**config.mk**
```make
export PLATFORM = sky130hd
export DESIGN_NAME = uart_tx_arbiter
export DESIGN_NICKNAME = d
export VERILOG_FILES = /design/src/rtl/uart_tx_arbiter_pkg.sv /design/src/rtl/uart_tx_arbiter_rr_arbiter.sv /design/src/rtl/uart_tx_arbiter.sv
export SDC_FILE = /design/constraint.sdc
export NUM_CORES = 1
export LEC_CHECK = 0
export BUFFER_PORTS_ARGS = -buffer_cell sky130_fd_sc_hd__buf_2
export CAP_MARGIN = 40
export CORE_MARGIN = 5
export CORE_UTILIZATION = 52
export CTS_CLUSTER_DIAMETER = 100
export DETAILED_ROUTE_END_ITERATION = 6
export PLACE_DENSITY = 0.8
export SETUP_SLACK_MARGIN = 0.4
export SLEW_MARGIN = 25
export SYNTH_ARGS = -nofsm -noshare
export SYNTH_HDL_FRONTEND = slang
export SYNTH_SLANG_ARGS = --single-unit
export TNS_END_PERCENT = 5
```
**constraint.sdc**
```tcl
create_clock -name clk -period 4.15 [get_ports clk]
set_clock_uncertainty 0.15 [all_clocks]
set_input_delay 0.83 -clock clk [delete_from_list [all_inputs] [get_ports clk]]
set_output_delay 0.83 -clock clk [all_outputs]
set_load 0.02 [all_outputs]
```
**src/rtl/uart_tx_arbiter_pkg.sv**
```systemverilog
// Shared definitions for the UART transmit arbiter.
//   DATA_BITS  : payload width of one 8N1 character
//   state_t    : arbiter FSM encoding
//   wrap_inc   : modulo-n increment used for the round-robin pointer
package uart_tx_arbiter_pkg;

  localparam int DATA_BITS = 8;

  typedef enum logic [1:0] {
    ST_IDLE      = 2'b00,
    ST_WAIT_BUSY = 2'b01,
    ST_WAIT_DONE = 2'b10
  } state_t;

  // Next index after idx in a ring of n entries.
  function automatic int wrap_inc(input int idx, input int n);
    int res;
    if (idx >= n - 1) begin
      res = 0;
    end else begin
      res = idx + 1;
    end
    return res;
  endfunction

endpackage

```
**src/rtl/uart_tx_arbiter_rr_arbiter.sv**
```systemverilog
// Combinational rotating-priority picker.
//   req   : request vector
//   ptr   : index with highest priority this cycle
//   grant : one-hot of the chosen requester (zero when none)
//   idx   : binary index of the chosen requester
//   any   : at least one request present
module rr_arbiter #(
  parameter int N = 4,
  localparam int IW = (N > 1) ? $clog2(N) : 1
) (
  input  logic [N-1:0]  req,
  input  logic [IW-1:0] ptr,
  output logic [N-1:0]  grant,
  output logic [IW-1:0] idx,
  output logic          any
);

  int            cand;
  logic [IW-1:0] cand_idx;

  // Scan from ptr upwards with wrap; first request found wins.
  always_comb begin
    grant    = '0;
    idx      = '0;
    any      = 1'b0;
    cand     = 0;
    cand_idx = '0;
    for (int off = 0; off < N; off++) begin
      cand = int'(ptr) + off;
      if (cand >= N) begin
        cand = cand - N;
      end else begin
        cand = cand + 0;
      end
      cand_idx = IW'(cand);
      if (!any && req[cand_idx]) begin
        any             = 1'b1;
        grant[cand_idx] = 1'b1;
        idx             = cand_idx;
      end else begin
        any = any;
      end
    end
  end

endmodule

```
**src/rtl/uart_tx_arbiter.sv**
```systemverilog
// Shares one 8N1 UART transmitter among NUM_REQ byte producers.
//   clk, rst   : clock; asynchronous active-low reset
//   req_valid  : requester i has a byte ready
//   req_data   : byte of requester i at [8*i +: 8]
//   req_last   : byte ends requester i's frame (0 keeps the lock)
//   req_ready  : one-cycle acknowledge, byte i captured
//   tx_start   : one-cycle start pulse to the transmitter
//   tx_data    : byte to the transmitter, held until busy falls
//   tx_busy    : transmitter busy flag
//   grant_id   : index of the current or most recent owner
//   active     : arbiter owns the transmitter
//   err        : one-cycle pulse when tx_busy never rose after a start
module uart_tx_arbiter
  import uart_tx_arbiter_pkg::*;
#(
  parameter int NUM_REQ      = 4,
  parameter int BUSY_TIMEOUT = 16,
  localparam int IDW = $clog2(NUM_REQ)
) (
  input  logic                           clk,
  input  logic                           rst,
  input  logic [NUM_REQ-1:0]             req_valid,
  input  logic [DATA_BITS*NUM_REQ-1:0]   req_data,
  input  logic [NUM_REQ-1:0]             req_last,
  output logic [NUM_REQ-1:0]             req_ready,
  output logic                           tx_start,
  output logic [DATA_BITS-1:0]           tx_data,
  input  logic                           tx_busy,
  output logic [IDW-1:0]                 grant_id,
  output logic                           active,
  output logic                           err
);

  localparam int CW = $clog2(BUSY_TIMEOUT + 1);

  state_t               state_r, state_nxt;
  logic                 lock_r, lock_nxt;
  logic [IDW-1:0]       ptr_r, ptr_nxt;
  logic [CW-1:0]        ctr_r, ctr_nxt;
  logic [NUM_REQ-1:0]   ready_r, ready_nxt;
  logic                 start_r, start_nxt;
  logic [DATA_BITS-1:0] data_r, data_nxt;
  logic [IDW-1:0]       gid_r, gid_nxt;
  logic                 err_r, err_nxt;
  logic                 active_r;

  logic [NUM_REQ-1:0]   req_masked;
  logic [NUM_REQ-1:0]   pick_grant;
  logic [IDW-1:0]       pick_idx;
  logic                 pick_any;
  logic                 grant_now;

  // While a frame is locked only the owner is eligible.
  always_comb begin
    req_masked = req_valid;
    if (lock_r) begin
      req_masked = req_valid & (NUM_REQ'(1) << gid_r);
    end else begin
      req_masked = req_valid;
    end
  end

  rr_arbiter #(.N(NUM_REQ)) u_rr (
    .req   (req_masked),
    .ptr   (ptr_r),
    .grant (pick_grant),
    .idx   (pick_idx),
    .any   (pick_any)
  );

  // Next-state and next-output logic.
  always_comb begin
    state_nxt = state_r;
    lock_nxt  = lock_r;
    ptr_nxt   = ptr_r;
    ctr_nxt   = ctr_r;
    ready_nxt = '0;
    start_nxt = 1'b0;
    data_nxt  = data_r;
    gid_nxt   = gid_r;
    err_nxt   = 1'b0;
    grant_now = 1'b0;

    case (state_r)
      ST_IDLE: begin
        if (!tx_busy && pick_any) begin
          grant_now = 1'b1;
        end else begin
          state_nxt = ST_IDLE;
        end
      end
      ST_WAIT_BUSY: begin
        if (tx_busy) begin
          state_nxt = ST_WAIT_DONE;
          ctr_nxt   = '0;
        end else if (ctr_r == CW'(BUSY_TIMEOUT)) begin
          // Transmitter never acknowledged: abandon the frame.
          err_nxt   = 1'b1;
          lock_nxt  = 1'b0;
          ptr_nxt   = IDW'(wrap_inc(int'(gid_r), NUM_REQ));
          ctr_nxt   = '0;
          state_nxt = ST_IDLE;
        end else begin
          ctr_nxt = ctr_r + CW'(1);
        end
      end
      ST_WAIT_DONE: begin
        if (tx_busy) begin
          state_nxt = ST_WAIT_DONE;
        end else if (lock_r) begin
          // Masked picker only sees the owner here.
          if (pick_any) begin
            grant_now = 1'b1;
          end else begin
            state_nxt = ST_IDLE;
          end
        end else begin
          ptr_nxt   = IDW'(wrap_inc(int'(gid_r), NUM_REQ));
          state_nxt = ST_IDLE;
        end
      end
      default: begin
        state_nxt = ST_IDLE;
      end
    endcase

    if (grant_now) begin
      ready_nxt = pick_grant;
      start_nxt = 1'b1;
      data_nxt  = req_data[int'(pick_idx) * DATA_BITS +: DATA_BITS];
      gid_nxt   = pick_idx;
      lock_nxt  = ~req_last[pick_idx];
      ctr_nxt   = '0;
      state_nxt = ST_WAIT_BUSY;
    end else begin
      start_nxt = start_nxt;
    end
  end

  // State and output registers.
  always_ff @(posedge clk or negedge rst) begin
    if (!rst) begin
      state_r  <= ST_IDLE;
      lock_r   <= 1'b0;
      ptr_r    <= '0;
      ctr_r    <= '0;
      ready_r  <= '0;
      start_r  <= 1'b0;
      data_r   <= '0;
      gid_r    <= '0;
      err_r    <= 1'b0;
      active_r <= 1'b0;
    end else begin
      state_r  <= state_nxt;
      lock_r   <= lock_nxt;
      ptr_r    <= ptr_nxt;
      ctr_r    <= ctr_nxt;
      ready_r  <= ready_nxt;
      start_r  <= start_nxt;
      data_r   <= data_nxt;
      gid_r    <= gid_nxt;
      err_r    <= err_nxt;
      active_r <= (state_nxt != ST_IDLE);
    end
  end

  assign req_ready = ready_r;
  assign tx_start  = start_r;
  assign tx_data   = data_r;
  assign grant_id  = gid_r;
  assign active    = active_r;
  assign err       = err_r;

endmodule

```
==> metrics.txt <==
asr flop ratio synth 100%; DR WL/cell 15.2 microns; fin crit period 3.33 ns; crit-path max FO 18; FILL cells 335; Gates resized, CTS repair 0; vias per cell 6.01; Crit-path slowest cell a221oi_4; normalized max-slew margin 51.5%; Fmax 300 MHz; TritonCTS clock tree done; Mapped Cells 213; max-slew violations 0; most frequent cells in the layout buf_2, dfrtp_1, nand2_1; initial antenna violation count 0; setup ws final 0.821 ns; Crit Path Category register to register; Leakage 0.00112 uW; clock root buffer clkbuf_8; pwr dens 833 nW/um^2; TritonRoute pass-1 iters 6; main flop type after synthesis dfrtp_1; Clk Latency, worst-skew pair 0.27 ns; max-cap violations 0; Core ar. 3690 sq um; Seq/Total Area, Yosys 33.8%; layout cells sized above 1 32.1%; DR DRC count 0; post-synth top area cell dfrtp_1; number of I/O pins 60; Cell Area, Synth 2000 sq um; antenna-violating nets left 0; gr usage total 18.8%; initial core utilization 54.2%; CP Cell Sequence inv_1 > ha_1 > inv_1 > o211ai_1 > a221oi_4 > nor2_2 > xnor2_2 > a21oi_1 > a211o_1; pin slew with the least headroom to its limit 0.728 ns; Post-Syn Nets 270; grt ovf 0; Setup TNS Final 0 ns; Detailed Place HPWL 3630 microns; most used cell, CP inv_1; most common cell after layout, fill and taps aside buf_2; Initial DRC Count 143; area share of the largest cell type after synthesis 33.8%; Peak VDD IR 0.000418 V; RSZ-0062 raised after global routing no; Post-CTS Setup Bufs 0; clock-pin slew on the worst setup and hold paths 0.10 ns; final hold vios 0; nets 326; Slowest Stage Delay on Critical Path 0.67 ns; number of global-route vias before repair 1793; H-tree depth 1; I/O Buffers 59; Bufs on Longest Clock Path 2; Startpoint Class register; final WL 4810 microns; Critical Path RT 4.17 ns; Crit path arrival time 3.35 ns; Synth area leaders dfrtp_1, ha_1, o221ai_1, nand2_1, mux2_2; Num CTS Buffers 3; Yosys warnings 0; gp weighted congestion 0.963; CTS Hold Buffers Added 0; final setup fails 0; Finished Cell Area 2360 sq um; min-delay worst type register to register; Yosys reg bits 27; Post-synth EDFFs 0; pin count of the biggest net entering global routing 28; vias 1899; Area Overhead vs Synth 17.8%; Synth cell types 52; row cnt 22; ANT cells 0; Final Cycle Share 80.2%; first-pass GRT wire length 7940 microns; Setup Slack @ Placement 0.828 ns; die area 5190 sq um; outcome finished, final reports clean; Setup crit end kind register; clock sinks 27; placed cell areas 2310 sq um; Die W 72.0 microns; Die Span Y 72.0 microns; Syn Area/Cell 9.39 sq um
-- through the flow --
step	utilization [%]	hold WS, ns	total power, uW	std cells
floorplan	-	0.318	1520	213
global placement	62.6	0.308	1770	312
detailed placement	62.6	0.315	1810	312
CTS	63.9	0.337	1960	316
global route	63.9	0.359	2130	316
finish	63.9	0.332	1960	316
-- path summary, 6_finish.rpt --
path / to / startpoint / slack (ns) / cells past startpoint
hold / removal: tx_data[4]$_DFFE_PN0P_ / tx_data[4]$_DFFE_PN0P_ / 0.33 / 2
setup reg to reg: lock_r$_DFFE_PN0P_ / ptr_r[1]$_DFFE_PN0P_ / 0.82 / 9
hold reg to reg: tx_data[4]$_DFFE_PN0P_ / tx_data[4]$_DFFE_PN0P_ / 0.33 / 2
min in group asynchronous: ctr_r[4]$_DFFE_PN0P_ / rst / 0.40 / 1
setup / recovery: lock_r$_DFFE_PN0P_ / ptr_r[1]$_DFFE_PN0P_ / 0.82 / 9
max in group asynchronous: tx_data[0]$_DFFE_PN0P_ / rst / 3.05 / 1
-- state kept, by name (all words and copies together), names as in the netlist --
register / cells
lock_r: 1
tx_start: 1
grant_id: 2
state_r: 2
ctr_r: 5
tx_data: 8
ptr_r: 2
req_ready: 4
active: 1
err: 1
-- layer usage --
metal | up-vias | wire (microns) | global-route usage, %
met4 | 0 | 30 | 4.38
li1 | 909 | - | -
met1 | 901 | 2070 | 24.7
met2 | 83 | 2340 | 32.1
met3 | 6 | 371 | 3.32
met5 | - | 0 | 0
-- area by class of cell --
cell class	count	area, sq um	share of cell area (%)
clock buffers	3	41.3	1.75
clock inverters	1	5.00	0.212
inverters	13	48.8	2.07
multi-input cells	164	1220	51.9
flip-flops and latches	27	676	28.7
well taps	48	60.1	2.55
repair buffers	60	303	12.9
-- cells by family after synthesis --
kind of cell               count (synthesis)  share of synthesized area [%]
AOI/OAI and AO/OA                         70                           28.4
xor gates and xnor gates                   3                           1.69
adders and majority gates                 14                           8.76
buffers and inverters                     22                           5.13
DFF                                       27                           33.8
muxes                                     11                           6.13
and+or+nand+nor                           66                           16.1
-- Yosys cell counts (2+ instances only) --
cell and number:
nor2b_1 3, mux2i_1 3, o21a_1 3, a211o_1 5
a221o_1 2, o221a_2 3, or2_2 2, o21ai_0 9
nand2b_1 4, ha_1 14, dfrtp_1 27, a21oi_4 2
buf_2 4, clkbuf_1 2, o221ai_1 12, inv_1 12
o211ai_1 2, o31ai_1 2, a222oi_1 4, nand3b_1 2
or3_1 2, o22ai_1 3, buf_6 2, a21o_1 2
nand2_1 23, a211oi_1 3, a21oi_1 10, nand3_1 8
mux2_2 6, nor3_1 5, nor2_1 11
-- report_power, final --
part / internal, uW / switching, uW
Sequential: 367 / 89.3
Combinational: 517 / 837
Clock: 67.4 / 86.2
Total: 951 / 1010
-- worst max-delay path, delay by kind of cell, from the launching register on --
kind / cells / cell delay, ns
xor+xnor: 1 / 0.43
flops: 1 / 0.60
compound gates: 4 / 1.26
buf+inv: 2 / 0.29
simple gates: 1 / 0.13
fa+ha+maj: 1 / 0.36
No activity file was read; power rests on OpenSTA's default activity.
